$ cat src/rtl/score_popup_if.sv
`default_nettype none
// ============================================================================
// Module   : score_popup_if
// Brief    : Trigger handshake and per-slot popup render bus.
// Revision : 1.0
// ============================================================================
interface score_popup_if #(
    parameter int NUM_SLOTS = 4
);
    logic                    clear;
    logic                    trigger;
    logic [7:0]              trigger_value;
    logic                    trigger_ready;
    logic [NUM_SLOTS-1:0]    slot_active;
    logic [NUM_SLOTS*10-1:0] slot_y;
    logic [NUM_SLOTS*8-1:0]  slot_fade;
    logic [NUM_SLOTS*8-1:0]  slot_value;
    logic [7:0]              dropped_count;

    modport master (
        output clear, trigger, trigger_value,
        input  trigger_ready, slot_active, slot_y, slot_fade, slot_value, dropped_count
    );

    modport slave (
        input  clear, trigger, trigger_value,
        output trigger_ready, slot_active, slot_y, slot_fade, slot_value, dropped_count
    );
endinterface
`default_nettype wire

$ cat src/rtl/score_popup_engine.sv
`default_nettype none
// ============================================================================
// Module   : score_popup_engine
// Brief    : Pool of rising/fading score popups, one animation tick per frame.
// Revision : 1.0
// ============================================================================
module score_popup_engine #(
    parameter int         NUM_SLOTS       = 4,
    parameter int         STEPS           = 8,
    parameter int         FRAMES_PER_STEP = 16,
    parameter logic [7:0] FADE_STEP       = 8'h20,
    parameter logic [9:0] RISE_STEP       = 10'd1
) (
    input  wire logic     frame_clk,
    input  wire logic     reset,
    score_popup_if.slave  bus
);

    localparam int c_DIV_W  = (FRAMES_PER_STEP > 1) ? $clog2(FRAMES_PER_STEP) : 1;
    localparam int c_STEP_W = (STEPS > 1) ? $clog2(STEPS) : 1;
    localparam logic [c_DIV_W-1:0]  c_DIV_LAST  = c_DIV_W'(FRAMES_PER_STEP - 1);
    localparam logic [c_STEP_W-1:0] c_STEP_LAST = c_STEP_W'(STEPS - 1);

    typedef enum logic [0:0] {
        S_IDLE = 1'b0,
        S_RUN  = 1'b1
    } slot_state_t;

    slot_state_t         r_state [NUM_SLOTS];
    logic [c_DIV_W-1:0]  r_div   [NUM_SLOTS];
    logic [c_STEP_W-1:0] r_step  [NUM_SLOTS];
    logic [9:0]          r_y     [NUM_SLOTS];
    logic [7:0]          r_fade  [NUM_SLOTS];
    logic [7:0]          r_value [NUM_SLOTS];
    logic [7:0]          r_dropped;

    logic [NUM_SLOTS-1:0] w_active;
    logic [NUM_SLOTS-1:0] w_idle;
    logic [NUM_SLOTS-1:0] w_alloc_oh;
    logic                 w_ready;
    logic                 w_accept;

    function automatic logic [7:0] f_fade_add(input logic [7:0] a);
        logic [8:0] s;
        s = {1'b0, a} + {1'b0, FADE_STEP};
        return s[8] ? 8'hFF : s[7:0];
    endfunction

    always_comb begin
        w_active = '0;
        for (int i = 0; i < NUM_SLOTS; i++) begin
            w_active[i] = (r_state[i] == S_RUN);
        end
    end

    // Lowest idle slot: isolate the least significant set bit of the idle mask.
    assign w_idle     = ~w_active;
    assign w_alloc_oh = w_idle & (~w_idle + NUM_SLOTS'(1));
    assign w_ready    = |w_idle;
    assign w_accept   = bus.trigger & w_ready;

    always_ff @(posedge frame_clk) begin
        if (reset || bus.clear) begin
            for (int i = 0; i < NUM_SLOTS; i++) begin
                r_state[i] <= S_IDLE;
                r_div[i]   <= '0;
                r_step[i]  <= '0;
                r_y[i]     <= '0;
                r_fade[i]  <= '0;
                r_value[i] <= '0;
            end
            if (reset) begin
                r_dropped <= '0;
            end
        end else begin
            for (int i = 0; i < NUM_SLOTS; i++) begin
                if (r_state[i] == S_RUN) begin
                    if (r_div[i] == c_DIV_LAST) begin
                        r_div[i] <= '0;
                        if (r_step[i] == c_STEP_LAST) begin
                            r_state[i] <= S_IDLE;
                            r_step[i]  <= '0;
                            r_y[i]     <= '0;
                            r_fade[i]  <= '0;
                            r_value[i] <= '0;
                        end else begin
                            r_step[i] <= r_step[i] + c_STEP_W'(1);
                            r_y[i]    <= r_y[i] + RISE_STEP;
                            r_fade[i] <= f_fade_add(r_fade[i]);
                        end
                    end else begin
                        r_div[i] <= r_div[i] + c_DIV_W'(1);
                    end
                end else if (w_accept && w_alloc_oh[i]) begin
                    r_state[i] <= S_RUN;
                    r_div[i]   <= '0;
                    r_step[i]  <= '0;
                    r_y[i]     <= '0;
                    r_fade[i]  <= '0;
                    r_value[i] <= bus.trigger_value;
                end
            end
            if (bus.trigger && !w_ready && (r_dropped != 8'hFF)) begin
                r_dropped <= r_dropped + 8'd1;
            end
        end
    end

    always_comb begin
        bus.slot_y     = '0;
        bus.slot_fade  = '0;
        bus.slot_value = '0;
        for (int i = 0; i < NUM_SLOTS; i++) begin
            bus.slot_y[10*i +: 10]   = w_active[i] ? r_y[i]    : 10'd0;
            bus.slot_fade[8*i +: 8]  = w_active[i] ? r_fade[i] : 8'd0;
            bus.slot_value[8*i +: 8] = r_value[i];
        end
    end

    assign bus.slot_active   = w_active;
    assign bus.trigger_ready = w_ready;
    assign bus.dropped_count = r_dropped;

endmodule
`default_nettype wire

$ cat src/flat_wrapper.sv
// flat-port wrapper written by rule: the top's interface ports become plain ports
module score_popup_engine_flat 
#(
    parameter int         NUM_SLOTS       = 4,
    parameter int         STEPS           = 8,
    parameter int         FRAMES_PER_STEP = 16,
    parameter logic [7:0] FADE_STEP       = 8'h20,
    parameter logic [9:0] RISE_STEP       = 10'd1
)
  (frame_clk, reset, bus_clear, bus_trigger, bus_trigger_value, bus_trigger_ready, bus_slot_active, bus_slot_y, bus_slot_fade, bus_slot_value, bus_dropped_count);
  score_popup_if #(.NUM_SLOTS(NUM_SLOTS)) bus_i ();
  input  wire logic frame_clk;
  input  wire logic reset;
  input wire logic [$bits(bus_i.clear)-1:0] bus_clear;
  input wire logic [$bits(bus_i.trigger)-1:0] bus_trigger;
  input wire logic [$bits(bus_i.trigger_value)-1:0] bus_trigger_value;
  output wire logic [$bits(bus_i.trigger_ready)-1:0] bus_trigger_ready;
  output wire logic [$bits(bus_i.slot_active)-1:0] bus_slot_active;
  output wire logic [$bits(bus_i.slot_y)-1:0] bus_slot_y;
  output wire logic [$bits(bus_i.slot_fade)-1:0] bus_slot_fade;
  output wire logic [$bits(bus_i.slot_value)-1:0] bus_slot_value;
  output wire logic [$bits(bus_i.dropped_count)-1:0] bus_dropped_count;
  assign bus_i.clear = bus_clear;
  assign bus_i.trigger = bus_trigger;
  assign bus_i.trigger_value = bus_trigger_value;
  assign bus_trigger_ready = bus_i.trigger_ready;
  assign bus_slot_active = bus_i.slot_active;
  assign bus_slot_y = bus_i.slot_y;
  assign bus_slot_fade = bus_i.slot_fade;
  assign bus_slot_value = bus_i.slot_value;
  assign bus_dropped_count = bus_i.dropped_count;
  score_popup_engine #(.NUM_SLOTS(NUM_SLOTS), .STEPS(STEPS), .FRAMES_PER_STEP(FRAMES_PER_STEP), .FADE_STEP(FADE_STEP), .RISE_STEP(RISE_STEP)) u_core (.frame_clk(frame_clk), .reset(reset), .bus(bus_i));
endmodule
$ cat config.mk
export PLATFORM = sky130hd
export DESIGN_NAME = score_popup_engine_flat
export DESIGN_NICKNAME = d
export VERILOG_FILES = /design/src/rtl/score_popup_if.sv /design/src/rtl/score_popup_engine.sv /design/src/flat_wrapper.sv
export SDC_FILE = /design/constraint.sdc
export NUM_CORES = 1
export LEC_CHECK = 0
export ABC_CLOCK_PERIOD_IN_PS = 2100
export CELL_PAD_IN_SITES_DETAIL_PLACEMENT = 1
export CELL_PAD_IN_SITES_GLOBAL_PLACEMENT = 2
export CORE_MARGIN = 10
export CORE_UTILIZATION = 30
export CTS_CLUSTER_SIZE = 20
export DETAILED_ROUTE_END_ITERATION = 16
export PLACE_DENSITY_LB_ADDON = 0.12
export SETUP_SLACK_MARGIN = 0.02
export SLEW_MARGIN = 5
export SYNTH_ARGS = -nofsm -noshare
export SYNTH_HDL_FRONTEND = slang
export SYNTH_SLANG_ARGS = --single-unit
$ cat constraint.sdc
create_clock -name frame_clk -period 2.1 [get_ports frame_clk]
set_input_delay 0.525 -clock frame_clk [delete_from_list [all_inputs] [get_ports frame_clk]]
set_output_delay 0.525 -clock frame_clk [all_outputs]
set_load 0.01 [all_outputs]
; Word-level counts from Yosys, hierarchy flattened
; Memory sizes are Yosys's and may differ from the RTL's.
; Index checks and enable logic that the tools add are counted.
[totals]
register_bits = 8
ram_bits = 136
output_inout_bits = 117
wordCells = 283
mem_count = 6
[op_classes]
addsub = 18
n_eq_ne = 10
muxes = 169
n_bitwise = 68
reduce_logical = 11
[mem_list]
columns = memory, words, word_bits, read_ports, rd_ports_with_merged_regs, write_ports, line_no
row1 = u_core.r_y, 4, 10, 4, 0, 4, score_popup_engine.sv:32  ; logic [9:0] r_y [NUM_SLOTS];
row2 = u_core.r_fade, 4, 8, 4, 0, 4, score_popup_engine.sv:33  ; logic [7:0] r_fade [NUM_SLOTS];
row3 = u_core.r_value, 4, 8, 4, 0, 4, score_popup_engine.sv:34  ; logic [7:0] r_value [NUM_SLOTS];
row4 = u_core.r_div, 4, 4, 4, 0, 4, score_popup_engine.sv:30  ; logic [c_DIV_W-1:0] r_div [NUM_SLOTS];
row5 = u_core.r_step, 4, 3, 4, 0, 4, score_popup_engine.sv:31  ; logic [c_STEP_W-1:0] r_step [NUM_SLOTS];
row6 = u_core.r_state, 4, 1, 4, 0, 4, score_popup_engine.sv:29  ; slot_state_t r_state [NUM_SLOTS];
[ops]
columns = cell, count
row1 = 8-bit two-way mux, 31
row2 = 10-bit two-way mux, 16
row3 = 1-bit two-way mux, 98
row4 = 1-bit OR, 64
row5 = 4-bit two-way mux, 12
row6 = 10-bit by 1-bit adder with 10-bit output (second input constant), 4
row7 = 8-bit by 6-bit adder with 9-bit output (second input constant), 4
row8 = 3-bit two-way mux, 12
row9 = 4-bit by 1-bit adder with 4-bit output (second input constant), 5
row10 = 4-bit equality test (second input constant), 4
row11 = 3-bit by 1-bit adder with 3-bit output (second input constant), 4
row12 = 3-bit equality test (second input constant), 4
row13 = 8-bit by 1-bit adder with 8-bit output (second input constant), 1
row14 = 8-bit != test (second input constant), 1
row15 = 4-bit inverter, 2
row16 = 1-bit logical AND, 6
row17 = 4-bit bitwise AND, 1
row18 = 4-bit OR reduction, 1
row19 = 2-bit != test (second input constant), 1
row20 = 2-bit AND reduction, 1
row21 = 2-bit nonzero test, 1
row22 = 1-bit bitwise AND, 1
row23 = 1-bit logical NOT, 1
row24 = 1-bit logical OR, 1

; Logic depth before layout (Yosys ltp)
[logic_depth]
word_depth = 10
ltp_mapped = 6
depth_no_buf = 5

; Worst setup path before layout
; OpenSTA, ideal clock, no wires.
[synth_path]
path_type = input -> register
from = in bus_clear
to = mem u_core.r_fade[3][5], enable pin
setup_time_ps = 376
t_arrival_ps = 1829
required_time_ps = 1724
setup_slack_ps = -105
path_stages = 5
path_buffers = 2
cell_sequence = or3b_1 buf_2 nor3_2 buf_2 nand3b_1
[synth_rtl]
columns = item, line_no
row1 = from (decl), flat_wrapper.sv:14  ; input wire logic [$bits(bus_i.clear)-1:0] bus_clear;
row2 = to (decl), score_popup_engine.sv:33

==> summary.txt <==
Status
  • Status: complete, no violations

Route
  • Vias/cell: 4.79
  • Drt total wl: 17.7 mm
  • DR pass1 iterations: 4
  • DRC Markers: 0
  • Initial DRC Count: 150
  • Post-route ant nets: 0
  • Wire per inst: 17.3 µm
  • Via count: 4894

Timing
  • Worst slew pin tran: 0.317 ns
  • Skew final: 0.00975 ns
  • RSZ-0062 raised after global routing: false
  • Final hold vios: 0
  • Post-route setup TNS: 0 ns
  • Final min period: 2.02 ns
  • Achievable frequency: 0.495 GHz
  • Pins over their slew limit: 0
  • Fin crit share: 96.1%
  • Post-route setup slack: 0.0816 ns
  • Slew margin rel.: 78.8%
  • Final Setup Violations: 0
  • Worst hold slack: 0.560 ns

Yosys
  • Syn_nets: 611
  • Leading post-synthesis cells by cell area: edfxtp_1 59%, and2_1 8.5%, ha_1 4.0%, nor2_1 2.9%, a21oi_1 2.9%
  • Post-Synthesis Cells: 578
  • #FFs+latches synth: 128
  • Count leader, synth: edfxtp_1
  • Most frequent cells after synthesis: 128 x edfxtp_1, 89 x and2_1, 51 x nor2_1
  • Sequential element share of the synthesized area: 58.7%
  • Synth top area share: 58.7%
  • EDFF count, synth: 128
  • Cell variety after synth: 35
  • Most used flip-flop cell after synthesis: edfxtp_1
  • Synthesized cell area: 6550 µm²
  • Synth warn: 0
  • Post-Syn Area per Cell: 11.3 µm²
  • Ys async rst share: 0%
  • Largest area contributor in the netlist: edfxtp_1

Global route
  • Vias in the first global route: 5201
  • Largest net degree at the start of global routing: 25
  • Initial antenna violation count: 0
  • First-pass GRT wire length: 28.7 mm
  • Gr usage total: 12.6%
  • Total grt overflow: 0

Place
  • Dpl ws: -0.270 ns
  • Dpl cells: 983
  • Placer Congestion: 0.739
  • HPWL Detailed: 12.9 mm
  • IO Port Bufs: 128

Min path
  • Worst Hold Class: register to register

Setup path
  • CP startpoint kind: register
  • Flop2flop setup slack: 0.25 ns
  • Crit path buffers/inverters: 3
  • Crit path max fanout: 7
  • Worst EP arrival: 1.49 ns
  • Maximum single-stage delay on the critical path: 0.38 ns
  • Slowest-stage cell, CP: edfxtp_1
  • Cell breakdown of the critical path: buf_6 > buf_6 > and2_1 > dlygate4sd2_1
  • Cell repeated most along the worst path: buf_6
  • WS Path Type: register to primary output
  • Crit path required time: 1.57 ns
  • Crit path max-delay family: buffers and inverters
  • CP endpoint kind: primary output

Final layout
  • # fillers: 2318
  • Antenna fix cells: 0
  • Final non-filler cell total: 1021
  • Fin nets: 761
  • Layout cell share with drive strength beyond 1: 12.0%
  • Layout area overhead: 36.6%

Job
  • Max-cap viol count: 0

Die
  • Die W: 168 µm
  • Die area: 28200 µm²
  • Die height: 168 µm
  • Core Area: 21700 µm²
  • Initial Util: 30.2%
  • Ports: 129
  • FP Rows: 54

Clock tree
  • Hold-fix buffers at CTS: 0
  • Clock latency at the later pin of the worst-skew pair: 0.42 ns
  • CTS Buffer Depth: 2
  • Clock buffers created by TritonCTS: 17
  • Clock Tree Root: clkbuf_16
  • # clock sinks: 128
  • CTS tree: done
  • Reg clk slew, reported paths: 0.06 ns
  • # H-tree levels: 4

Power
  • Leakage: 3.54 nW
  • Peak supply drop: 0.000581 V
  • Pwr Density: 748 nW/µm²
  • Total power: 0.00669 W
## what timing repair did
item / in CTS / in global routing
gates cloned: 2 / 0
gates resized for setup: 84 / 36
endpoints found under the setup margin: 76 / 37
buffers inserted: 2 / 2
## flip-flops by register name (all words and copies together), names as in the netlist
signal / count
u_core.bus.dropped_count: 8
u_core.r_div: 16
u_core.r_fade: 16
u_core.r_state: 4
u_core.r_step: 12
u_core.r_value: 32
u_core.r_y: 40
## layout make-up
| cell class | instances | area, µm² | area share [%] |
|---|---|---|---|
| Inverter | 26 | 97.6 | 1.09 |
| Tap cell | 280 | 350 | 3.91 |
| Sequential cell | 128 | 3840 | 42.9 |
| Multi-Input combinational cell | 386 | 2390 | 26.7 |
| Clock buffer | 18 | 429 | 4.80 |
| Clock inverter | 14 | 205 | 2.29 |
| Timing Repair Buffer | 169 | 1640 | 18.3 |
## final timing paths
check                                     start                                   to  depth (start not counted)
max              u_core.r_state[0][3]$_DFFE_PP_                       bus_slot_y[30]                          4
min           u_core.r_step[0][0]$_SDFFCE_PP0P_    u_core.r_step[0][0]$_SDFFCE_PP0P_                          1
max reg2reg  u_core.r_state[0][0]$_SDFFCE_PN0P_  u_core.r_value[0][25]$_SDFFCE_PN0P_                          6
min reg2reg   u_core.r_step[0][0]$_SDFFCE_PP0P_    u_core.r_step[0][0]$_SDFFCE_PP0P_                          1
## power by group
part           internal, W  leakage [nW]  switching (W)
Clock              0.00201         0.302        0.00115
Combinational     0.000244          1.80       0.000248
Sequential         0.00293          1.44       0.000109
## stage by stage
step	area (µm²)	utilization, %
after CTS	8910	41.1
after global routing	8950	41.3
after global placement	8310	38.3
final	8950	41.3
after detailed placement	8310	38.3
after floorplan	6580	-
## kinds of logic after synthesis
| family | after synthesis | share of synthesized area (%) |
|---|---|---|
| adder cells (fa/ha/maj) | 21 | 4.01 |
| XOR/XNOR | 23 | 3.07 |
| AND/OR/NAND/NOR | 265 | 22.2 |
| AO/OA/AOI/OAI | 77 | 6.70 |
| flip-flops | 128 | 58.7 |
| buffers and inverters | 64 | 5.35 |
## routing by layer
metal | up-vias | wire (µm) | global-route usage, %
met5 | - | 0 | 0
met4 | 0 | 216 | 3.75
met3 | 20 | 939 | 4.24
met2 | 99 | 8850 | 21.3
met1 | 2407 | 7650 | 14.9
li1 | 2368 | - | -
## placed cells by master (no fill, tap or decap), types with 6 or more instances in the layout
cell type	count
edfxtp_1	128
and2_1	85
nor2_1	51
clkdlybuf4s50_1	51
dlygate4sd2_1	47
a21oi_1	38
nand3_1	32
buf_4	29
inv_1	26
nand2_1	26
clkdlybuf4s15_1	25
or3_1	22
ha_1	21
o21ai_0	19
clkbuf_16	18
xor2_1	12
nand4_1	11
xnor2_1	11
o31ai_1	9
or4_1	9
buf_12	8
and3_1	6
Power figures use the tool's default switching activity.
